**src/rtl/mp_add_seq_pkg.sv**
```systemverilog
// rtl/mp_add_seq_pkg.sv - shared types, defaults and helpers for the multi-precision sequencer
package mp_add_seq_pkg;

  typedef enum logic [1:0] {
    IDLE = 2'd0,
    RUN  = 2'd1,
    DONE = 2'd2
  } state_t;

  localparam int DEF_WORD_W = 16;
  localparam int DEF_NWORDS = 4;

  // Word index width; a single-word configuration still needs one bit.
  function automatic int idx_width(input int n);
    return (n > 1) ? $clog2(n) : 1;
  endfunction

endpackage

```
**src/rtl/mp_add_seq_if.sv**
```systemverilog
// rtl/mp_add_seq_if.sv - request/response handshake bundle for the sequencer
interface mp_add_seq_if #(
  parameter int WORD_W = 16,
  parameter int NWORDS = 4
);
  logic                     req_valid;
  logic                     req_ready;
  logic [WORD_W*NWORDS-1:0] req_a;
  logic [WORD_W*NWORDS-1:0] req_b;
  logic                     req_sub;
  logic                     rsp_valid;
  logic                     rsp_ready;
  logic [WORD_W*NWORDS-1:0] rsp_sum;
  logic                     rsp_cout;
  logic                     rsp_ovf;

  modport master (
    output req_valid, req_a, req_b, req_sub, rsp_ready,
    input  req_ready, rsp_valid, rsp_sum, rsp_cout, rsp_ovf
  );

  modport slave (
    input  req_valid, req_a, req_b, req_sub, rsp_ready,
    output req_ready, rsp_valid, rsp_sum, rsp_cout, rsp_ovf
  );
endinterface

```
**src/rtl/mp_add_seq_add_slice.sv**
```systemverilog
// rtl/mp_add_seq_add_slice.sv - combinational WORD_W-bit adder exposing carry into and out of the MSB
module add_slice #(
  parameter int WORD_W = 16
) (
  input  logic [WORD_W-1:0] a,
  input  logic [WORD_W-1:0] b,
  input  logic              cin,
  output logic [WORD_W-1:0] sum,
  output logic              cout,
  output logic              c_msb
);
  logic [WORD_W-1:0] low;
  logic [1:0]        top;

  // Split at the MSB so the carry into it is visible for overflow detection.
  always_comb begin
    low   = {1'b0, a[WORD_W-2:0]} + {1'b0, b[WORD_W-2:0]} + WORD_W'(cin);
    c_msb = low[WORD_W-1];
    top   = {1'b0, a[WORD_W-1]} + {1'b0, b[WORD_W-1]} + {1'b0, c_msb};
    sum   = {top[0], low[WORD_W-2:0]};
    cout  = top[1];
  end
endmodule

```
**src/rtl/mp_add_seq.sv**
```systemverilog
// rtl/mp_add_seq.sv - word-serial wide add/subtract over one shared adder slice
module mp_add_seq
  import mp_add_seq_pkg::*;
#(
  parameter int WORD_W = DEF_WORD_W,
  parameter int NWORDS = DEF_NWORDS
) (
  input  logic         clk,
  input  logic         rst_n,
  mp_add_seq_if.slave  bus,
  output logic         busy
);
  localparam int IDX_W = idx_width(NWORDS);
  localparam logic [IDX_W-1:0] LAST_IDX = IDX_W'(NWORDS - 1);

  state_t                         state_q, state_d;
  logic [IDX_W-1:0]               idx_q;
  logic                           carry_q;
  logic                           sub_q;
  logic [NWORDS-1:0][WORD_W-1:0]  a_q;
  logic [NWORDS-1:0][WORD_W-1:0]  b_q;
  logic [NWORDS-1:0][WORD_W-1:0]  sum_q;
  logic                           cout_q;
  logic                           ovf_q;

  logic [WORD_W-1:0]              slice_sum;
  logic                           slice_cout;
  logic                           slice_c_msb;
  logic                           last_word;

  assign last_word = (idx_q == LAST_IDX);

  // Subtraction is A + ~B + 1: the +1 enters through the carry seeded at accept.
  add_slice #(.WORD_W(WORD_W)) u_slice (
    .a     (a_q[idx_q]),
    .b     (b_q[idx_q] ^ {WORD_W{sub_q}}),
    .cin   (carry_q),
    .sum   (slice_sum),
    .cout  (slice_cout),
    .c_msb (slice_c_msb)
  );

  // State register.
  always_ff @(posedge clk or negedge rst_n) begin
    if (!rst_n) state_q <= IDLE;
    else        state_q <= state_d;
  end

  // Next-state logic; DONE always returns through IDLE before the next accept.
  always_comb begin
    state_d = state_q;
    case (state_q)
      IDLE:    if (bus.req_valid) state_d = RUN;
      RUN:     if (last_word)     state_d = DONE;
      DONE:    if (bus.rsp_ready) state_d = IDLE;
      default: state_d = IDLE;
    endcase
  end

  // Operand capture, per-word result write-back and carry chaining.
  always_ff @(posedge clk or negedge rst_n) begin
    if (!rst_n) begin
      idx_q   <= '0;
      carry_q <= 1'b0;
      sub_q   <= 1'b0;
      a_q     <= '0;
      b_q     <= '0;
      sum_q   <= '0;
      cout_q  <= 1'b0;
      ovf_q   <= 1'b0;
    end else begin
      case (state_q)
        IDLE: begin
          if (bus.req_valid) begin
            a_q     <= bus.req_a;
            b_q     <= bus.req_b;
            sub_q   <= bus.req_sub;
            idx_q   <= '0;
            carry_q <= bus.req_sub;
          end
        end
        RUN: begin
          sum_q[idx_q] <= slice_sum;
          carry_q      <= slice_cout;
          if (last_word) begin
            cout_q <= slice_cout;
            ovf_q  <= slice_c_msb ^ slice_cout;
          end else begin
            idx_q <= idx_q + 1'b1;
          end
        end
        default: ;
      endcase
    end
  end

  assign bus.req_ready = (state_q == IDLE);
  assign bus.rsp_valid = (state_q == DONE);
  assign bus.rsp_sum   = sum_q;
  assign bus.rsp_cout  = cout_q;
  assign bus.rsp_ovf   = ovf_q;
  assign busy          = (state_q != IDLE);

endmodule

```
**src/flat_wrapper.sv**
```systemverilog
// flat-port wrapper written by rule: the top's interface ports become plain ports
module mp_add_seq_flat import mp_add_seq_pkg::*;
#(
  parameter int WORD_W = DEF_WORD_W,
  parameter int NWORDS = DEF_NWORDS
)
  (clk, rst_n, busy, bus_req_valid, bus_req_a, bus_req_b, bus_req_sub, bus_rsp_ready, bus_req_ready, bus_rsp_valid, bus_rsp_sum, bus_rsp_cout, bus_rsp_ovf);
  mp_add_seq_if #(.WORD_W(WORD_W), .NWORDS(NWORDS)) bus_i ();
  input  logic clk;
  input  logic rst_n;
  output logic busy;
  input wire logic [$bits(bus_i.req_valid)-1:0] bus_req_valid;
  input wire logic [$bits(bus_i.req_a)-1:0] bus_req_a;
  input wire logic [$bits(bus_i.req_b)-1:0] bus_req_b;
  input wire logic [$bits(bus_i.req_sub)-1:0] bus_req_sub;
  input wire logic [$bits(bus_i.rsp_ready)-1:0] bus_rsp_ready;
  output wire logic [$bits(bus_i.req_ready)-1:0] bus_req_ready;
  output wire logic [$bits(bus_i.rsp_valid)-1:0] bus_rsp_valid;
  output wire logic [$bits(bus_i.rsp_sum)-1:0] bus_rsp_sum;
  output wire logic [$bits(bus_i.rsp_cout)-1:0] bus_rsp_cout;
  output wire logic [$bits(bus_i.rsp_ovf)-1:0] bus_rsp_ovf;
  assign bus_i.req_valid = bus_req_valid;
  assign bus_i.req_a = bus_req_a;
  assign bus_i.req_b = bus_req_b;
  assign bus_i.req_sub = bus_req_sub;
  assign bus_i.rsp_ready = bus_rsp_ready;
  assign bus_req_ready = bus_i.req_ready;
  assign bus_rsp_valid = bus_i.rsp_valid;
  assign bus_rsp_sum = bus_i.rsp_sum;
  assign bus_rsp_cout = bus_i.rsp_cout;
  assign bus_rsp_ovf = bus_i.rsp_ovf;
  mp_add_seq #(.WORD_W(WORD_W), .NWORDS(NWORDS)) u_core (.clk(clk), .rst_n(rst_n), .bus(bus_i), .busy(busy));
endmodule
```
**config.mk**
```make
export PLATFORM = sky130hd
export DESIGN_NAME = mp_add_seq_flat
export DESIGN_NICKNAME = d
export VERILOG_FILES = /design/src/rtl/mp_add_seq_pkg.sv /design/src/rtl/mp_add_seq_if.sv /design/src/rtl/mp_add_seq_add_slice.sv /design/src/rtl/mp_add_seq.sv /design/src/flat_wrapper.sv
export SDC_FILE = /design/constraint.sdc
export NUM_CORES = 1
export LEC_CHECK = 0
export ABC_CLOCK_PERIOD_IN_PS = 5540
export BUFFER_PORTS_ARGS = -buffer_cell sky130_fd_sc_hd__buf_2
export CAP_MARGIN = 15
export CORE_ASPECT_RATIO = 1.2
export CORE_MARGIN = 3
export CORE_UTILIZATION = 35
export CTS_CLUSTER_DIAMETER = 60
export DETAILED_ROUTE_END_ITERATION = 7
export HOLD_SLACK_MARGIN = 0.06
export PLACE_DENSITY = 0.56
export SYNTH_ARGS = -nofsm -noshare
export SYNTH_HDL_FRONTEND = slang
export SYNTH_SLANG_ARGS = --single-unit
```
**constraint.sdc**
```tcl
create_clock -name clk -period 5.54 [get_ports clk]
set_input_delay 0.277 -clock clk [delete_from_list [all_inputs] [get_ports clk]]
set_output_delay 0.277 -clock clk [all_outputs]
set_load 0.005 [all_outputs]
```
==> out/results.tsv <==
metric	value	unit
outcome	completed	
hold slack	0.0715	ns
setup TNS	0	ns
asr flop ratio synth	100	%
Req. time, crit path	5.90	ns
GRT overflow	0	
ANT cells	0	
CTS sink count	200	
synthesis-stage register bit count	200	
Initial Util	36.0	%
largest net degree at the start of global routing	130	
post-route core utilization	43.7	%
Mapped Avg Cell Area	12.7	um2
clock-pin slew on the worst setup and hold paths	0.08	ns
Most used DFF post-synth	dfrtp_1	
Skew-Pair Late Insertion Delay	0.44	ns
Setup Crit Path Kind	register to register	
area of the multi-input gates	0.00427	mm2
period utilization	84.8	%
Tmin final	4.70	ns
Seq/Total Area, Yosys	52.1	%
number of global-route vias before repair	6883	
DIE AREA	0.0295	mm2
die height	187	um
Syn Std Cell Area	0.00960	mm2
row count	65	
FF/Latch Area	0.00501	mm2
maximum clock insertion buffer count	2	
Rel. slew slack	27.4	%
Top Ports	202	
RR Startpoint	u_core.idx_q[0]	
Post-DRT Antenna Nets	0	
crit-path max FO	17	
GRT Total Usage	17.7	%
Vias	6711	
Avg WL per Cell	20.0	um
hold crit path type	primary input to register	
Root Buffer	clkbuf_16	
Core Region	0.0267	mm2
DR pass1 iterations	5	
Max-Cap Viols	0	
unrepaired setup endpoints after global routing	no	
Crit. End Element	register	
Final Hold Fails	0	
pins over their slew limit	0	
area delta synth->final	21.4	%
# DRC	0	
Yosys top cell area share	52.1	%
most frequent cells in the layout	200 x buf_2, 198 x dfrtp_1, 130 x mux2_2, 87 x nand2_1, 42 x o21ai_0	
Final setup viols	0	
Yosys cell types	51	
CTS Buf Count	17	
H-Tree Depth	4	
leading cell type in the layout, fill and taps excluded	buf_2	
synth top area cells	dfrtp_1 52%, mux2_2 15%, mux4_2 7.5%	
vias per cell	5.16	
Hold Startpoint	bus_req_b[28]	
CP startpoint	u_core.idx_q[0]	
cells on worst reg2reg path	12	
fin nets	1106	
synth warn	0	
# port buffers	201	
first-iteration detailed-routing DRC count	521	
Critical Path Source Type	register	
final wirelength	25.9	mm
hold path cells	2	
largest area contributor in the netlist	dfrtp_1	
Synth Net Count	909	
DIE WIDTH	157	um
Fin Clk Skew	0.0228	ns
hpwl dp	18.9	mm
CTS tree	done	
arrival time at the worst endpoint	5.06	ns
Slew @ Worst Pin	1.09	ns
initial antenna violation count	1	
share of layout cells above drive strength 1	43.4	%
Post-synth EDFFs	0	
fillers	2514	
GPL Wtd Cong	0.855	
cts repair resizes	0	
first-pass GRT wire length	40.2	mm
Mapped Cells	755	
fmax	213	MHz
==> logic make-up (layout without fill, tap and decap cells) <==
kind of cell	count (synthesis)	in the layout	share of synthesized area (%)
buffers and inverters	62	272	3.39
adder cells (fa/ha/maj)	21	21	2.97
XOR/XNOR	24	24	2.19
flip-flops	200	200	52.1
multiplexers	162	162	22.8
AND/OR/NAND/NOR	169	169	8.77
AO/OA/AOI/OAI	117	117	7.78
==> repair_timing <==
item	4_1_cts	5_1_grt
hold endpoints to repair	119	6
hold buffers	17	6
buffers inserted	0	0
==> flip-flops by register name, summed over array words and instances, names as in the netlist <==
register and cells:
u_core.b_q 64, u_core.sub_q 1, u_core.carry_q 1, u_core.bus.rsp_cout 1
u_core.state_q 2, u_core.bus.rsp_ovf 1, u_core.a_q 64, u_core.bus.rsp_sum 64
u_core.idx_q 2
==> Yosys cell counts, drive strengths merged (6+ instances only) <==
library cell,n
ha,18
nand4,17
buf,27
a21oi,25
nor2,10
nor3,9
a221oi,6
xor2,20
mux2,130
o31ai,8
or4,6
dfrtp,200
or3,7
nand2,88
o211ai,6
mux4,32
o21ai,43
inv,7
nand3,11
and4,7
clkbuf,28
==> path summary, 6_finish.rpt <==
| kind | end | slack [ns] |
|---|---|---|
| max | u_core.bus.rsp_ovf | 0.84 |
| min | u_core.b_q[28] | 0.07 |
| max reg2reg | u_core.bus.rsp_ovf | 0.84 |
| min reg2reg | u_core.bus.rsp_sum[0] | 0.47 |
| max in group asynchronous | u_core.bus.rsp_sum[26] | 3.57 |
| min in group asynchronous | u_core.a_q[44] | 0.50 |
==> through the flow <==
step                area [um2]  std cells  setup slack [ns]
finish                   11600       1300             0.840
global route             11600       1300             0.402
CTS                      11600       1294             0.858
detailed placement       10800       1245             0.895
global placement         10800       1245             0.994
floorplan                 9600        755              1.48
==> final cells by class <==
type	count	share of cell area, %
Sequential cell	200	43.0
Multi-Input combinational cell	493	36.7
Timing Repair Buffer	233	11.4
Clock buffer	19	3.80
Tap cell	335	3.60
Clock inverter	13	1.34
Inverter	7	0.226
==> worst max-delay path, stage by stage, from the launching register on <==
cell,delay (ns)
dfrtp_2,0.74
mux4_2,0.58
xor2_1,0.15
ha_1,0.35
a21oi_1,0.61
o21ai_0,0.25
o21ai_1,0.58
a21oi_1,0.12
or3_1,0.36
fa_1,0.45
nor2_1,0.20
nand4_1,0.13
nand4_1,0.11
==> routing by layer <==
| metal | vias up | GRT usage [%] | wire length [um] | part of all wire, % |
|---|---|---|---|---|
| li1 | 3165 | - | - | - |
| met1 | 3334 | 24.8 | 11900 | 46 |
| met2 | 186 | 28.1 | 12400 | 48 |
| met3 | 24 | 3.31 | 1100 | 4.2 |
| met4 | 2 | 5.34 | 527 | 2.0 |
| met5 | - | 0 | 13 | 0.050 |
Power is not shown: default switching activity piles up to over one toggle a cycle in this logic, so the estimate is an artifact.
